===== config.mk =====
export PLATFORM = sky130hd
export DESIGN_NAME = alu_pipe_flat
export DESIGN_NICKNAME = d
export VERILOG_FILES = /design/src/rtl/alu_pipe_if.sv /design/src/rtl/alu_pipe.sv /design/src/flat_wrapper.sv
export SDC_FILE = /design/constraint.sdc
export NUM_CORES = 1
export LEC_CHECK = 0
export CAP_MARGIN = 30
export CORE_MARGIN = 2
export CORE_UTILIZATION = 55
export CTS_CLUSTER_SIZE = 40
export DETAILED_ROUTE_END_ITERATION = 16
export PLACE_DENSITY = 0.83
export SLEW_MARGIN = 20
export SYNTH_ARGS = -nofsm -noshare
export SYNTH_HDL_FRONTEND = slang
export SYNTH_SLANG_ARGS = --single-unit

===== constraint.sdc =====
create_clock -name clk -period 3.4 [get_ports clk]
set_clock_uncertainty 0.05 [all_clocks]
set_input_delay 1.02 -clock clk [delete_from_list [all_inputs] [get_ports clk]]
set_output_delay 1.02 -clock clk [all_outputs]
set_load 0.05 [all_outputs]

===== src/rtl/alu_pipe_if.sv =====
// Handshake/data bundle for alu_pipe: issue side (in_*, a, b, ctl) and writeback side (out_*, result, flags).
// The issue/writeback logic uses the master modport; alu_pipe uses the slave modport.
interface alu_pipe_if #(
    parameter int WIDTH = 8
);
    logic             in_valid;
    logic             in_ready;
    logic [WIDTH-1:0] a;
    logic [WIDTH-1:0] b;
    logic [3:0]       ctl;
    logic             out_valid;
    logic             out_ready;
    logic [WIDTH-1:0] alu;
    logic             carry;
    logic             zero;
    logic             neg;
    logic             ovf;
    logic             cf;

    modport master (
        output in_valid, a, b, ctl, out_ready,
        input  in_ready, out_valid, alu, carry, zero, neg, ovf, cf
    );

    modport slave (
        input  in_valid, a, b, ctl, out_ready,
        output in_ready, out_valid, alu, carry, zero, neg, ovf, cf
    );
endinterface


===== src/rtl/alu_pipe.sv =====
// Pipelined ALU with carry-flag chaining: the result is computed at accept and then carried
// through STAGES registers under a global valid/ready stall.
module alu_pipe #(
    parameter int WIDTH  = 8,
    parameter int STAGES = 2
) (
    input  logic       clk,
    input  logic       reset,
    input  logic       flush,
    alu_pipe_if.slave  bus
);
    typedef enum logic [3:0] {
        OP_PASS = 4'h0,
        OP_INC  = 4'h1,
        OP_DEC  = 4'h2,
        OP_ADD  = 4'h3,
        OP_ADC  = 4'h4,
        OP_SUB  = 4'h5,
        OP_SBB  = 4'h6,
        OP_AND  = 4'h7,
        OP_OR   = 4'h8,
        OP_XOR  = 4'h9,
        OP_SHL  = 4'hA,
        OP_SHR  = 4'hB,
        OP_ROL  = 4'hC,
        OP_ROR  = 4'hD,
        OP_CLC  = 4'hE,
        OP_STC  = 4'hF
    } op_e;

    typedef struct packed {
        logic             valid;
        logic [WIDTH-1:0] alu;
        logic             carry;
        logic             zero;
        logic             neg;
        logic             ovf;
    } stage_t;

    localparam int               MSB = WIDTH - 1;
    localparam logic [WIDTH-1:0] ONE = {{(WIDTH-1){1'b0}}, 1'b1};

    op_e              op;
    logic             cf_q;
    logic             accept;
    logic             advance;
    stage_t           fresh;
    stage_t           pipe [STAGES];

    logic [WIDTH-1:0] add_x, add_y, sub_x, sub_y;
    logic             add_ci, sub_ci;
    logic [WIDTH:0]   add_r, sub_r;
    logic [WIDTH-1:0] res;
    logic             res_c;
    logic             res_v;

    assign op      = op_e'(bus.ctl);
    // One global stall: every stage moves together, bubbles included.
    assign advance = !bus.out_valid || bus.out_ready;
    assign accept  = bus.in_valid && advance;

    // NOTE: every variable gets a default at the top of the block so no path leaves one unassigned (no latch).
    always_comb begin
        add_x  = bus.a;
        add_y  = bus.b;
        add_ci = 1'b0;
        sub_x  = bus.a;
        sub_y  = bus.b;
        sub_ci = 1'b0;
        if (op == OP_INC) begin
            add_x = bus.b;
            add_y = ONE;
        end
        if (op == OP_DEC) begin
            sub_x = bus.b;
            sub_y = ONE;
        end
        if (op == OP_ADC) add_ci = cf_q;
        if (op == OP_SBB) sub_ci = cf_q;

        add_r = {1'b0, add_x} + {1'b0, add_y} + {{WIDTH{1'b0}}, add_ci};
        // Bit WIDTH of the extended difference is the borrow.
        sub_r = {1'b0, sub_x} - {1'b0, sub_y} - {{WIDTH{1'b0}}, sub_ci};

        res   = '0;
        res_c = 1'b0;
        res_v = 1'b0;
        case (op)
            OP_PASS: res = bus.b;
            OP_INC, OP_ADD, OP_ADC: begin
                res   = add_r[MSB:0];
                res_c = add_r[WIDTH];
                res_v = (add_x[MSB] == add_y[MSB]) && (add_r[MSB] != add_x[MSB]);
            end
            OP_DEC, OP_SUB, OP_SBB: begin
                res   = sub_r[MSB:0];
                res_c = sub_r[WIDTH];
                res_v = (sub_x[MSB] != sub_y[MSB]) && (sub_r[MSB] != sub_x[MSB]);
            end
            OP_AND:  res = bus.a & bus.b;
            OP_OR:   res = bus.a | bus.b;
            OP_XOR:  res = bus.a ^ bus.b;
            OP_SHL: begin
                res   = {bus.b[MSB-1:0], 1'b0};
                res_c = bus.b[MSB];
            end
            OP_SHR: begin
                res   = {1'b0, bus.b[MSB:1]};
                res_c = bus.b[0];
            end
            OP_ROL: begin
                res   = {bus.b[MSB-1:0], bus.b[MSB]};
                res_c = bus.b[MSB];
            end
            OP_ROR: begin
                res   = {bus.b[0], bus.b[MSB:1]};
                res_c = bus.b[0];
            end
            OP_CLC:  res_c = 1'b0;
            OP_STC:  res_c = 1'b1;
        endcase

        fresh.valid = accept;
        fresh.alu   = res;
        fresh.carry = res_c;
        fresh.zero  = (res == '0);
        fresh.neg   = res[MSB];
        fresh.ovf   = res_v;
    end

    // NOTE: the stage array is reset in full (not just the valids) because alu and flags must read 0 out of reset.
    always_ff @(posedge clk or negedge reset) begin
        if (!reset) begin
            for (int k = 0; k < STAGES; k++) pipe[k] <= '0;
            cf_q <= 1'b0;
        end else begin
            // NOTE: non-blocking updates let every stage sample its predecessor's old value in the same edge.
            if (accept) cf_q <= res_c;
            if (advance) begin
                pipe[0] <= fresh;
                for (int k = 1; k < STAGES; k++) pipe[k] <= pipe[k-1];
            end
            // Flush kills validity only; cf keeps whatever the same-cycle accept wrote.
            if (flush) begin
                for (int k = 0; k < STAGES; k++) pipe[k].valid <= 1'b0;
            end
        end
    end

    assign bus.in_ready  = advance;
    assign bus.out_valid = pipe[STAGES-1].valid;
    assign bus.alu       = pipe[STAGES-1].alu;
    assign bus.carry     = pipe[STAGES-1].carry;
    assign bus.zero      = pipe[STAGES-1].zero;
    assign bus.neg       = pipe[STAGES-1].neg;
    assign bus.ovf       = pipe[STAGES-1].ovf;
    assign bus.cf        = cf_q;
endmodule


===== src/flat_wrapper.sv =====
// flat-port wrapper written by rule: the top's interface ports become plain ports
module alu_pipe_flat 
#(
    parameter int WIDTH  = 8,
    parameter int STAGES = 2
)
  (clk, reset, flush, bus_in_valid, bus_a, bus_b, bus_ctl, bus_out_ready, bus_in_ready, bus_out_valid, bus_alu, bus_carry, bus_zero, bus_neg, bus_ovf, bus_cf);
  alu_pipe_if #(.WIDTH(WIDTH)) bus_i ();
  input  logic clk;
  input  logic reset;
  input  logic flush;
  input wire logic [$bits(bus_i.in_valid)-1:0] bus_in_valid;
  input wire logic [$bits(bus_i.a)-1:0] bus_a;
  input wire logic [$bits(bus_i.b)-1:0] bus_b;
  input wire logic [$bits(bus_i.ctl)-1:0] bus_ctl;
  input wire logic [$bits(bus_i.out_ready)-1:0] bus_out_ready;
  output wire logic [$bits(bus_i.in_ready)-1:0] bus_in_ready;
  output wire logic [$bits(bus_i.out_valid)-1:0] bus_out_valid;
  output wire logic [$bits(bus_i.alu)-1:0] bus_alu;
  output wire logic [$bits(bus_i.carry)-1:0] bus_carry;
  output wire logic [$bits(bus_i.zero)-1:0] bus_zero;
  output wire logic [$bits(bus_i.neg)-1:0] bus_neg;
  output wire logic [$bits(bus_i.ovf)-1:0] bus_ovf;
  output wire logic [$bits(bus_i.cf)-1:0] bus_cf;
  assign bus_i.in_valid = bus_in_valid;
  assign bus_i.a = bus_a;
  assign bus_i.b = bus_b;
  assign bus_i.ctl = bus_ctl;
  assign bus_i.out_ready = bus_out_ready;
  assign bus_in_ready = bus_i.in_ready;
  assign bus_out_valid = bus_i.out_valid;
  assign bus_alu = bus_i.alu;
  assign bus_carry = bus_i.carry;
  assign bus_zero = bus_i.zero;
  assign bus_neg = bus_i.neg;
  assign bus_ovf = bus_i.ovf;
  assign bus_cf = bus_i.cf;
  alu_pipe #(.WIDTH(WIDTH), .STAGES(STAGES)) u_core (.clk(clk), .reset(reset), .flush(flush), .bus(bus_i));
endmodule

== Yosys cells after proc, flatten, opt, wreduce, memory -nomap -nowiden ==
Index checks and enable logic that the tools add are counted.
Storage, ports and cells
  word-level logic and storage cells: 62
  output and inout bits: 15
  bits in registers: 27
Cells by class
  reductions and logical operators: 12
  equality and inequality tests: 18
  multiplexer cells: 12
  $add $sub $neg: 4
  bitwise gates (word level): 3
Operators with widths (number)
  case mux 8 bit (10 select lines): 1
  2-to-1 mux 8 bit: 4
  equality test 4 bit (second input constant): 7
  2-to-1 mux 26 bit: 1
  equality test 4 x 3 -> 1 bit (second input constant): 4
  adder 8 x 8 -> 9 bit: 1
  adder 9 x 1 -> 9 bit: 1
  subtractor 8 x 8 -> 9 bit: 1
  subtractor 9 x 1 -> 9 bit: 1
  bitwise AND 8 bit: 1
  equality test 4 x 2 -> 1 bit (second input constant): 2
  logical NOT 8 bit: 1
  OR 8 bit: 1
  bitwise XOR 8 bit: 1
  OR reduction 3 bit: 2
  case mux 1 bit (5 select lines): 1
  equality test 4 x 1 -> 1 bit (second input constant): 1
  logical NOT 4 bit: 1
  2-to-1 mux 1 bit: 4
  OR reduction 2 bit: 2
  logical AND 1 bit: 3
  != test 1 bit: 3
  case mux 1 bit (2 select lines): 1
  nonzero test 2 bit: 1
  3 further kinds: 3

== Logic depth before layout (Yosys ltp) ==
Gate-level depths: netlist of run 1.
  depth in word-level cells: 9
  depth in mapped cells: 16

== Worst setup path after synthesis of run 1 ==
Ideal clock, no wire load.
  kind: input-to-reg
  start point: input port bus_ctl[1]
  end point: register u_core.pipe[15] in the netlist's numbering
  setup slack: -1064 ps
  data arrival time: 4346 ps
  buffers on the path: 3
  cell stages on the path: 15
  data required time: 3283 ps
  library setup time: 67 ps
  path through: buf_4 -> nor2b_1 -> and2_1 -> clkbuf_1 -> clkbuf_1 -> o21ai_0 -> fa_1 -> fa_1 -> a21o_1 -> a211oi_1 -> nor3_1 -> nor4_2 -> o2111ai_1 -> a2111oi_1 -> a32o_1
On the way
  word-level cells in the longest chain between the ends: 6
  elaborated cells between the ends (all ways): 28
  those cells by class: add/sub (4); eq/ne (13); mux (7); reduce/logical (4)
Ends and longest elaborated chain
  start: declaration: RTL line flat_wrapper.sv:15  | input wire logic [$bits(bus_i.ctl)-1:0] bus_ctl;
  equality test 4 x 2 -> 1 bit or equality test 4 x 1 -> 1 bit (tied branches): RTL line alu_pipe.sv:74, alu_pipe.sv:88, alu_pipe.sv:70
  2-to-1 mux 8 bit (on tied branches): RTL line alu_pipe.sv:74, alu_pipe.sv:70
  subtractor 8 x 8 -> 9 bit or adder 8 x 8 -> 9 bit (tied branches): RTL line alu_pipe.sv:83, alu_pipe.sv:81
  subtractor 9 x 1 -> 9 bit or adder 9 x 1 -> 9 bit (tied branches): RTL line alu_pipe.sv:83, alu_pipe.sv:81
  case mux 8 bit (10 select lines) *: RTL line alu_pipe.sv:88  | case (op)
  logical NOT 8 bit *: RTL line alu_pipe.sv:126  | fresh.zero = (res == '0);
  end: declaration: RTL line alu_pipe.sv:48  | stage_t pipe [STAGES];
Every way passes the cells marked *; elsewhere a longest branch is shown, timed or not.
A chain may end at the register's enable or synchronous reset.

== Final worst setup path of run 1 ==
  start point: input port bus_ctl[0]
  end point: register u_core.cf_q (netlist: u_core.bus.cf)
On the way
  word-level cells in the longest chain between the ends: 5
  elaborated cells between the ends (all ways): 26
  those cells by class: add/sub (4); eq/ne (11); mux (7); reduce/logical (4)
Ends and longest elaborated chain
  equality test 4 x 2 -> 1 bit or equality test 4 x 1 -> 1 bit (tied branches): RTL line alu_pipe.sv:74, alu_pipe.sv:88, alu_pipe.sv:70
  2-to-1 mux 8 bit (on tied branches): RTL line alu_pipe.sv:74, alu_pipe.sv:70
  subtractor 8 x 8 -> 9 bit or adder 8 x 8 -> 9 bit (tied branches): RTL line alu_pipe.sv:83, alu_pipe.sv:81
  subtractor 9 x 1 -> 9 bit or adder 9 x 1 -> 9 bit (tied branches): RTL line alu_pipe.sv:83, alu_pipe.sv:81
  case mux 1 bit (5 select lines) *: RTL line alu_pipe.sv:88
  end signal: assignment: RTL line alu_pipe.sv:138  | if (accept) cf_q <= res_c;
  end: declaration: RTL line alu_pipe.sv:44  | logic cf_q;
Marks and branches as above.

==> impl_metrics.tcl, run 1 <==
set metrics [dict create \
    hold_viol 0 \
    drv_cap 0 \
    worst_pin_slew_ns 0.498 \
    vias_per_cell 6.24 \
    syn_nets 485 \
    clkTransAtPathRegs_ns 0.09 \
    yosysSeqAreaShare 0.198 \
    dpl_cell_area_um2 4270 \
    dp_hpwl_um 7650 \
    root_buffer "clkbuf_8" \
    rsz0062_at_grt "true" \
    min_period_over_period 1.15 \
    hp-class "flip-flop to flip-flop" \
    ant_nets 0 \
    power_mw 1.58 \
    die_area_um2 6350 \
    place_congestion 0.965 \
    critPathKind "primary input to flip-flop" \
    grt_max_degree 33 \
    synth_area_um2 3150 \
    wire_per_inst_um 19.5 \
    die_w_um 79.7 \
    yosys_warnings 0 \
    grt_pass1_vias 3519 \
    syn_inst 421 \
    clockBufferDepth 2 \
    instances_no_fill 621 \
    cts_max_level 1 \
    areaGrowthSynthToFinish_pct 53.0 \
    pre_cts_ws_ns -1.19 \
    hold_path_depth 2 \
    post-route-util 0.876 \
    min_period_ns 3.91 \
    ios 40 \
    worstSetupStartpointType "primary input" \
    cp.required_ns 3.50 \
    vias 3872 \
    gr-total-overflow 0 \
    fp.dieH_um 79.7 \
    tritoncts.num_buffers 3 \
    async_flop_share 1.00 \
    violations "setup timing" \
    crit_fanout 9 \
    fin_ws_ns -0.505 \
    status "complete, but fails checks" \
    port-buffer-count 39 \
    tns_ns -2.71 \
    p_leak_nw 2.23 \
    clock_latency_ns 0.27 \
    synth_cell_type_count 64 \
    synth_seq_cells 25 \
    cts_sinks 25 \
    drive_gt1_frac 0.388 \
    n_antenna_cell 0 \
    grt_pass1_wl_um 16600 \
    antenna_found_initial 0 \
    dpl.cell_count 603 \
    cts_tree "yes" \
    syn_area_per_cell_um2 7.49 \
    relSlewSlack 0.667 \
    nets 614 \
    first_pass_iters 5 \
    initial_core_util 0.572 \
    p_per_area_nw_per_um2 328 \
    coreArea_um2 5510 \
    whs_ns 0.423 \
    ir_drop_mv 0.315 \
    row_count 27 \
    drv_slew 0 \
    design_area_um2 4820 \
    r2r_cells 11 \
    crit_arrival_ns 4.00 \
    wirelength_um 12100 \
    synth-edff-count 0 \
    synth_top_flop_cell "dfrtp_1" \
    first_iter_violations 377 \
    post-route-drc-count 0 \
    grtUsageTotal 0.330 \
    setup_viol_count_final 9 \
    crit_path_end_kind "flip-flop" \
    timing.fmax_mhz 256 \
]
critical path, cell delays in order:
cell and delay, ns:
buf_8 0.10, nor4b_4 0.40, buf_6 0.20, buf_6 0.11
buf_6 0.14, nor2_1 0.08, a21oi_2 0.14, ha_1 0.27
inv_1 0.07, ha_1 0.31, a21o_1 0.26, a31o_2 0.22
a21oi_2 0.13, xor2_1 0.10, a221oi_2 0.32, a31oi_1 0.13
report_power, final:
part	switching, mW	internal (mW)
Sequential	0.0295	0.347
Combinational	0.557	0.473
Clock	0.0909	0.0831
path summary, 6_finish.rpt:
check,end,start,slack [ns]
hold / removal,u_core.bus.alu[0],u_core.bus.alu[0],0.42
min in group asynchronous,u_core.pipe[15],reset,1.05
setup reg to reg,u_core.pipe[15],u_core.bus.cf,0.20
max in group asynchronous,u_core.bus.alu[6],reset,2.02
setup / recovery,u_core.bus.cf,bus_ctl[0],-0.51
hold reg to reg,u_core.bus.alu[0],u_core.bus.alu[0],0.42
cell families (layout without fill, tap and decap cells):
group / after synthesis / in the layout / share of synthesized area
adder cells (fa/ha/maj): 39 / 39 / 0.164
multiplexers: 4 / 4 / 0.0135
buffers and inverters: 63 / 191 / 0.0953
AND/OR/NAND/NOR: 166 / 166 / 0.247
flip-flops: 25 / 25 / 0.198
AO/OA/AOI/OAI: 113 / 113 / 0.248
XOR/XNOR: 11 / 11 / 0.0330
placed cells by master (no fill, tap or decap), types with 4 or more instances in the layout:
| cell | netlist | final |
|---|---|---|
| buf_4 | 12 | 106 |
| nand2_1 | 59 | 55 |
| nor2_1 | 50 | 43 |
| clkdlybuf4s50_1 | 0 | 32 |
| ha_1 | 35 | 28 |
| dfrtp_1 | 25 | 25 |
| inv_1 | 30 | 23 |
| a21oi_1 | 31 | 16 |
| a21oi_2 | 0 | 14 |
| o21ai_0 | 17 | 13 |
| buf_6 | 2 | 11 |
| inv_2 | 2 | 9 |
| nand2b_1 | 10 | 9 |
| nand3_1 | 9 | 9 |
| a21o_1 | 6 | 6 |
| ha_4 | 0 | 6 |
| nor3_1 | 10 | 5 |
| o21ai_1 | 5 | 5 |
| o22ai_1 | 5 | 5 |
| or3_1 | 5 | 5 |
| a32oi_1 | 5 | 5 |
| nor2_2 | 0 | 4 |
| o21ai_2 | 0 | 4 |
| nor2b_1 | 5 | 4 |
| nor3b_1 | 4 | 4 |
| a211oi_2 | 0 | 4 |
| a31oi_1 | 4 | 4 |
| xnor2_1 | 7 | 4 |
| fa_2 | 0 | 4 |
synth_stat cells (all sizes together) (4+ instances only):
cell type  number  area [um2]
a211oi          7        52.6
a21o            6        45.0
a21oi          31         155
a31oi           4        25.0
a32oi           5        43.8
buf            17         128
clkbuf         13        48.8
dfrtp          25         626
fa              4        80.1
ha             35         438
inv            32         120
nand2          59         221
nand2b         10        62.6
nand3           9        45.0
nor2           50         188
nor2b           5        31.3
nor3           10        50.1
nor3b           4        30.0
o21ai          22         110
o22ai           5        31.3
or2             5        31.3
or3             5        31.3
xnor2           7        61.3
xor2            4        42.6
area by class of cell:
| cell class | instances | area (um2) |
|---|---|---|
| multi-input cells | 333 | 2630 |
| well taps | 72 | 90.1 |
| clock buffers | 3 | 41.3 |
| flip-flops and latches | 25 | 626 |
| repair buffers | 154 | 1310 |
| clock inverters | 1 | 7.51 |
| inverters | 33 | 124 |
| fillers | 276 | 684 |
layer usage:
metal | track usage | vias to the layer above | share of wire | wire length (um)
met2 | 0.583 | 282 | 0.48 | 5860
met3 | 0.0215 | 83 | 0.082 | 988
met4 | 0.134 | 0 | 0.060 | 727
met1 | 0.416 | 1780 | 0.37 | 4540
li1 | - | 1727 | - | -
met5 | 0 | - | 0 | 0
state kept, by name, summed over array words and instances (netlist names):
register / flops
u_core.bus.neg: 1
u_core.bus.cf: 1
u_core.bus.zero: 1
u_core.bus.out_valid: 1
u_core.bus.carry: 1
u_core.pipe: 12
u_core.bus.ovf: 1
u_core.bus.alu: 7
what timing repair did:
action,CTS,global route
endpoints found under the setup margin,11,10
pin swaps,32,29
hold buffers,0,0
setup buffers,11,7
resized for setup,72,46
No activity file was read; power rests on OpenSTA's default activity.
==> run 2: changes to the inputs <==
--- a/config.mk
+++ b/config.mk
@@ -5,12 +5,15 @@
 export SDC_FILE = /design/constraint.sdc
 export NUM_CORES = 1
 export LEC_CHECK = 0
+export ABC_CLOCK_PERIOD_IN_PS = 3400
 export CAP_MARGIN = 30
+export CORE_ASPECT_RATIO = 1.1
 export CORE_MARGIN = 2
 export CORE_UTILIZATION = 55
 export CTS_CLUSTER_SIZE = 40
 export DETAILED_ROUTE_END_ITERATION = 16
-export PLACE_DENSITY = 0.83
+export DONT_BUFFER_PORTS = 1
+export PLACE_DENSITY = 0.74
 export SLEW_MARGIN = 20
 export SYNTH_ARGS = -nofsm -noshare
 export SYNTH_HDL_FRONTEND = slang
==> run 2 against run 1 <==
The flow still finishes with violations (setup timing). Via count down 20%. Combinational power shrank 41%. Critical path depth down 5. Sequential share of layout area rose by 3.7 points. Global-route usage shrank 7.9 points. Die area about the same. Sequential power up 26%. Flip-flop and latch count stayed put. Clock power fell by 6%. Critical path type unchanged. Critical endpoint is now u_core.pipe[15]. Highest routed layer unchanged.
==> impl_metrics.tcl, run 2 (synthesis results as in run 1) <==
set metrics [dict create \
    timing.fmax_mhz 268 \
    cellInternalPower_mw 0.728 \
    gr-total-overflow 0 \
    design_area_um2 3740 \
    setup_viol_count_final 4 \
    clkTransAtPathRegs_ns 0.08 \
    dp_hpwl_um 6310 \
    nets 511 \
    crit_fanout 22 \
    largest_reg_flops 12 \
    power_mw 1.24 \
    tritoncts.num_buffers 3 \
    worst_pin_slew_ns 0.894 \
    violations "setup timing" \
    wire_per_inst_um 15.8 \
    n_antenna_cell 0 \
    layout_commonest_cell "nand2_1" \
    cts_sinks 25 \
    p_leak_nw 1.72 \
    final_cell_mix "nand2_1 (56), nor2_1 (46), buf_4 (46)" \
    num-fill-cells 470 \
    power_frac_clock 0.132 \
    wirelength_um 8230 \
    vias_per_cell 5.91 \
    coreArea_um2 5470 \
    port-buffer-count 0 \
    grt_max_degree 39 \
    p_seq_frac 0.380 \
    p_per_area_nw_per_um2 331 \
    critPathKind "primary input to flip-flop" \
    dpl_cell_area_um2 3480 \
    rsz0062_at_grt "true" \
    whs_ns 0.398 \
    drive_gt1_frac 0.249 \
    pre_cts_ws_ns -0.555 \
    min_period_over_period 1.10 \
    r2r_cells 10 \
    cts_tree "yes" \
    worstSetupStartpointType "primary input" \
    cts_max_level 1 \
    drv_slew 0 \
    p_switching_mw 0.513 \
    die_w_um 76.2 \
    min_period_ns 3.73 \
    grt_pass1_vias 2866 \
    relSlewSlack 0.404 \
    combPwrFrac 0.488 \
    die_area_um2 6350 \
    crit_arrival_ns 3.88 \
    hold_viol 0 \
    initial_core_util 0.577 \
    ios 40 \
    antenna_found_initial 0 \
    fin_ws_ns -0.328 \
    grtUsageTotal 0.252 \
    ir_drop_mv 0.190 \
    areaGrowthSynthToFinish_pct 18.8 \
    drv_cap 0 \
    clock_latency_ns 0.26 \
    status "complete, but fails checks" \
    crit_path_end_kind "flip-flop" \
    post-route-drc-count 0 \
    grt_pass1_wl_um 13300 \
    cp.required_ns 3.55 \
    root_buffer "clkbuf_8" \
    ant_nets 0 \
    fp.dieH_um 83.4 \
    first_pass_iters 5 \
    place_congestion 0.968 \
    hp-class "primary input to asynchronous set/reset pin" \
    row_count 28 \
    clockBufferDepth 2 \
    vias 3079 \
    first_iter_violations 215 \
    swShare 0.414 \
    regMostFlops "u_core.pipe" \
]
## run 2: cell count changes in the layout (fill, tap and decap cells not counted), moves of 3 or more
cell / before / now
ha_4: 6 / 3
xnor2_1: 4 / 7
a21oi_1: 16 / 23
ha_1: 28 / 32
inv_2: 9 / 4
buf_4: 106 / 46
nor2_1: 43 / 46
inv_1: 23 / 28
xnor2_2: 3 / 0
a21oi_2: 14 / 8
clkdlybuf4s50_1: 32 / 0
nor3_1: 5 / 9
buf_6: 11 / 4
## run 2: layer usage
metal,part of all wire,global-route usage,vias up
met5,0,0,-
met4,0.017,0.0893,0
met3,0.055,0.0207,15
met2,0.50,0.452,112
met1,0.43,0.315,1445
li1,-,-,1507
## run 2: timing repair
item,CTS,global route
gates resized for setup,2,43
hold buffers,0,0
pin swaps,0,17
buffers inserted,0,4
endpoints found under the setup margin,5,8
cloned,0,1
## run 2: worst max-delay path, stage by stage
cell       delay (ns)
nor4b_4          0.11
buf_4            0.15
or2_4            0.23
fa_2             0.40
fa_1             0.51
nor2_1           0.05
o32a_1           0.37
a2111oi_4        0.28
o2111ai_1        0.19
a2111oi_2        0.35
a32o_1           0.21
## run 2: power groups by stage
| stage | clock network [mW] | registers, mW | logic, mW |
|---|---|---|---|
| 3_3_place_gp | 0 | 0.477 | 0.519 |
| 3_5_place_dp | 0 | 0.479 | 0.530 |
| 2_1_floorplan | 0 | 0.407 | 0.477 |
| 4_1_cts | 0.169 | 0.473 | 0.536 |
| 5_1_grt | 0.183 | 0.476 | 0.664 |
| 6_report | 0.164 | 0.472 | 0.606 |
## run 2: area by class of cell
| class | instances | area [um2] | area share |
|---|---|---|---|
| flip-flops and latches | 25 | 626 | 0.167 |
| repair buffers | 51 | 405 | 0.108 |
| clock buffers | 4 | 45.0 | 0.0120 |
| inverters | 33 | 124 | 0.0331 |
| well taps | 75 | 93.8 | 0.0251 |
| multi-input cells | 333 | 2450 | 0.655 |
## run 2: through the flow
| step | setup TNS [ns] | utilization | cells |
|---|---|---|---|
| 6_report | -0.722 | 0.685 | 521 |
| 5_1_grt | -1.36 | 0.685 | 521 |
| 4_1_cts | -0.983 | 0.647 | 517 |
| 3_5_place_dp | -3.05 | 0.636 | 513 |
| 3_3_place_gp | -2.78 | 0.636 | 513 |
| 2_1_floorplan | -2.44 | - | 421 |
## run 2: final timing paths
kind	startpoint	end	slack, ns
max	bus_ctl[1]	u_core.pipe[15]	-0.33
min	reset	u_core.bus.carry	0.40
max reg2reg	u_core.bus.cf	u_core.pipe[15]	0.34
min reg2reg	u_core.pipe[22]	u_core.bus.alu[5]	0.42
max in group asynchronous	reset	u_core.bus.zero	2.82
min in group clk	u_core.pipe[22]	u_core.bus.alu[5]	0.42
==> run 3: changes to the inputs <==
--- a/config.mk
+++ b/config.mk
@@ -9,11 +9,12 @@
 export CAP_MARGIN = 30
 export CORE_ASPECT_RATIO = 1.1
 export CORE_MARGIN = 2
-export CORE_UTILIZATION = 55
+export CORE_UTILIZATION = 62
 export CTS_CLUSTER_SIZE = 40
 export DETAILED_ROUTE_END_ITERATION = 16
 export DONT_BUFFER_PORTS = 1
-export PLACE_DENSITY = 0.74
+export PLACE_DENSITY = 0.82
+export SKIP_LAST_GASP = 1
 export SLEW_MARGIN = 20
 export SYNTH_ARGS = -nofsm -noshare
 export SYNTH_HDL_FRONTEND = slang
==> run 3 against run 2 <==
The flow still finishes with violations (setup timing). Non-clock buffer count down 3. Largest power group unchanged. Via count up 1.8%. Combinational power down 9.1%. Clock power up 4%.
==> impl_metrics.tcl, run 3 (synthesis results as in run 1) <==
set metrics [dict create \
    cts_hold_buf 0 \
    hold_viol 0 \
    wire_per_inst_um 16.4 \
    n_antenna_cell 0 \
    relSlewSlack 0.410 \
    root_buffer "clkbuf_8" \
    drive_gt1_frac 0.199 \
    crit_path_end_kind "flip-flop" \
    p_per_area_nw_per_um2 337 \
    p_leak_nw 1.67 \
    worstSetupStartpointType "primary input" \
    cp.required_ns 3.56 \
    crit_fanout 34 \
    rsz0062_at_grt "true" \
    fin_ws_ns -0.345 \
    min_period_over_period 1.10 \
    port-buffer-count 0 \
    cpMaxStageDelayCell "fa_1" \
    hp-class "primary input to asynchronous set/reset pin" \
    crit_cells 10 \
    cts_sinks 25 \
    areaGrowthSynthToFinish_pct 12.3 \
    largest_reg_flops 12 \
    clockBufferDepth 2 \
    die_w_um 72.0 \
    fp.dieH_um 78.8 \
    num-fill-cells 410 \
    wirelength_um 8210 \
    slowest_delay_ns 0.52 \
    status "complete, but fails checks" \
    post-route-drc-count 0 \
    tritoncts.num_buffers 3 \
    seqCellArea_um2 626 \
    ant_nets 0 \
    cts_tree "yes" \
    worstPathCellList "nor4b_4 -> a21oi_1 -> fa_2 -> fa_1 -> nor2_1 -> o32a_1 -> a2111oi_4 -> o2111ai_1 -> a2111oi_2 -> a32o_1" \
    coreArea_um2 4970 \
    gr-total-overflow 0 \
    place_congestion 0.989 \
    row_count 27 \
    grtUsageTotal 0.300 \
    first_pass_iters 5 \
    vias 3135 \
    first_iter_violations 175 \
    antenna_found_initial 0 \
    drv_cap 0 \
    timing.fmax_mhz 267 \
    cts_max_level 1 \
    initial_core_util 0.635 \
    r2r_cells 10 \
    layout_commonest_cell "nand2_1" \
    cp_top_family "compound AO/OA/AOI/OAI gates" \
    dp_hpwl_um 6420 \
    worst_pin_slew_ns 0.885 \
    violations "setup timing" \
    vias_per_cell 6.26 \
    ios 40 \
    pre_cts_ws_ns -0.689 \
    post-route-util 0.713 \
    multi_input_area_um2 2300 \
    grt_pass1_wl_um 13700 \
    clock_latency_ns 0.27 \
    clkTransAtPathRegs_ns 0.08 \
    regMostFlops "u_core.pipe" \
    grt_max_degree 39 \
    critPathKind "primary input to flip-flop" \
    grt_pass1_vias 2986 \
    critical_path_buf_inv_count 0 \
    die_area_um2 5670 \
    ir_drop_mv 0.164 \
    crit_arrival_ns 3.91 \
    setup_viol_count_final 5 \
    nets 508 \
    min_period_ns 3.74 \
    final_cell_mix "nand2_1 (58), nor2_1 (48), buf_4 (46)" \
    drv_slew 0 \
]
==> run 3: per-stage QoR <==
stage / area (um2) / hold slack [ns] / TNS, ns / power [mW] / instances
finish: 3540 / 0.386 / -1.22 / 1.19 / 501
global route: 3540 / 0.377 / -2.25 / 1.27 / 501
CTS: 3520 / 0.384 / -1.13 / 1.19 / 501
detailed placement: 3440 / 0.413 / -3.37 / 1.01 / 494
global placement: 3440 / 0.406 / -2.72 / 0.994 / 494
floorplan: 3240 / 0.390 / -2.44 / 0.885 / 421
==> run 3: layout make-up <==
cell class,instances,share of cell area
Inverter,33,0.0350
Tap cell,58,0.0205
Multi-Input combinational cell,333,0.650
Clock buffer,3,0.0117
Sequential cell,25,0.177
Timing Repair Buffer,48,0.105
Clock inverter,1,0.00141
==> run 3: worst paths after layout <==
path	startpoint	endpoint	slack [ns]
worst min register to register	u_core.pipe[23]	u_core.bus.alu[6]	0.43
worst max register to register	u_core.bus.cf	u_core.pipe[15]	0.26
min in group clk	u_core.pipe[23]	u_core.bus.alu[6]	0.43
worst max-delay path	bus_ctl[0]	u_core.pipe[15]	-0.34
max in group asynchronous	reset	u_core.bus.alu[4]	2.84
worst min-delay path	reset	u_core.pipe[21]	0.39
==> run 3: per-layer routing <==
metal	track usage	vias to the layer above	routed length, um
met4	0.117	0	252
met2	0.538	142	4130
met3	0.0355	25	517
met1	0.363	1464	3310
met5	0	-	0
li1	-	1504	-
==> run 3: report_power, final <==
| group | switching (mW) | internal [mW] | leakage (nW) |
|---|---|---|---|
| Combinational | 0.284 | 0.266 | 1.33 |
| Clock | 0.0895 | 0.0819 | 0.0255 |
| Sequential | 0.127 | 0.345 | 0.310 |
| Total | 0.501 | 0.693 | 1.67 |
==> run 3: what timing repair did <==
item | in CTS | in global routing
setup endpoints to repair | 5 | 8
buffers inserted | 3 | 0
gates resized for setup | 3 | 5
pin swaps | 0 | 1
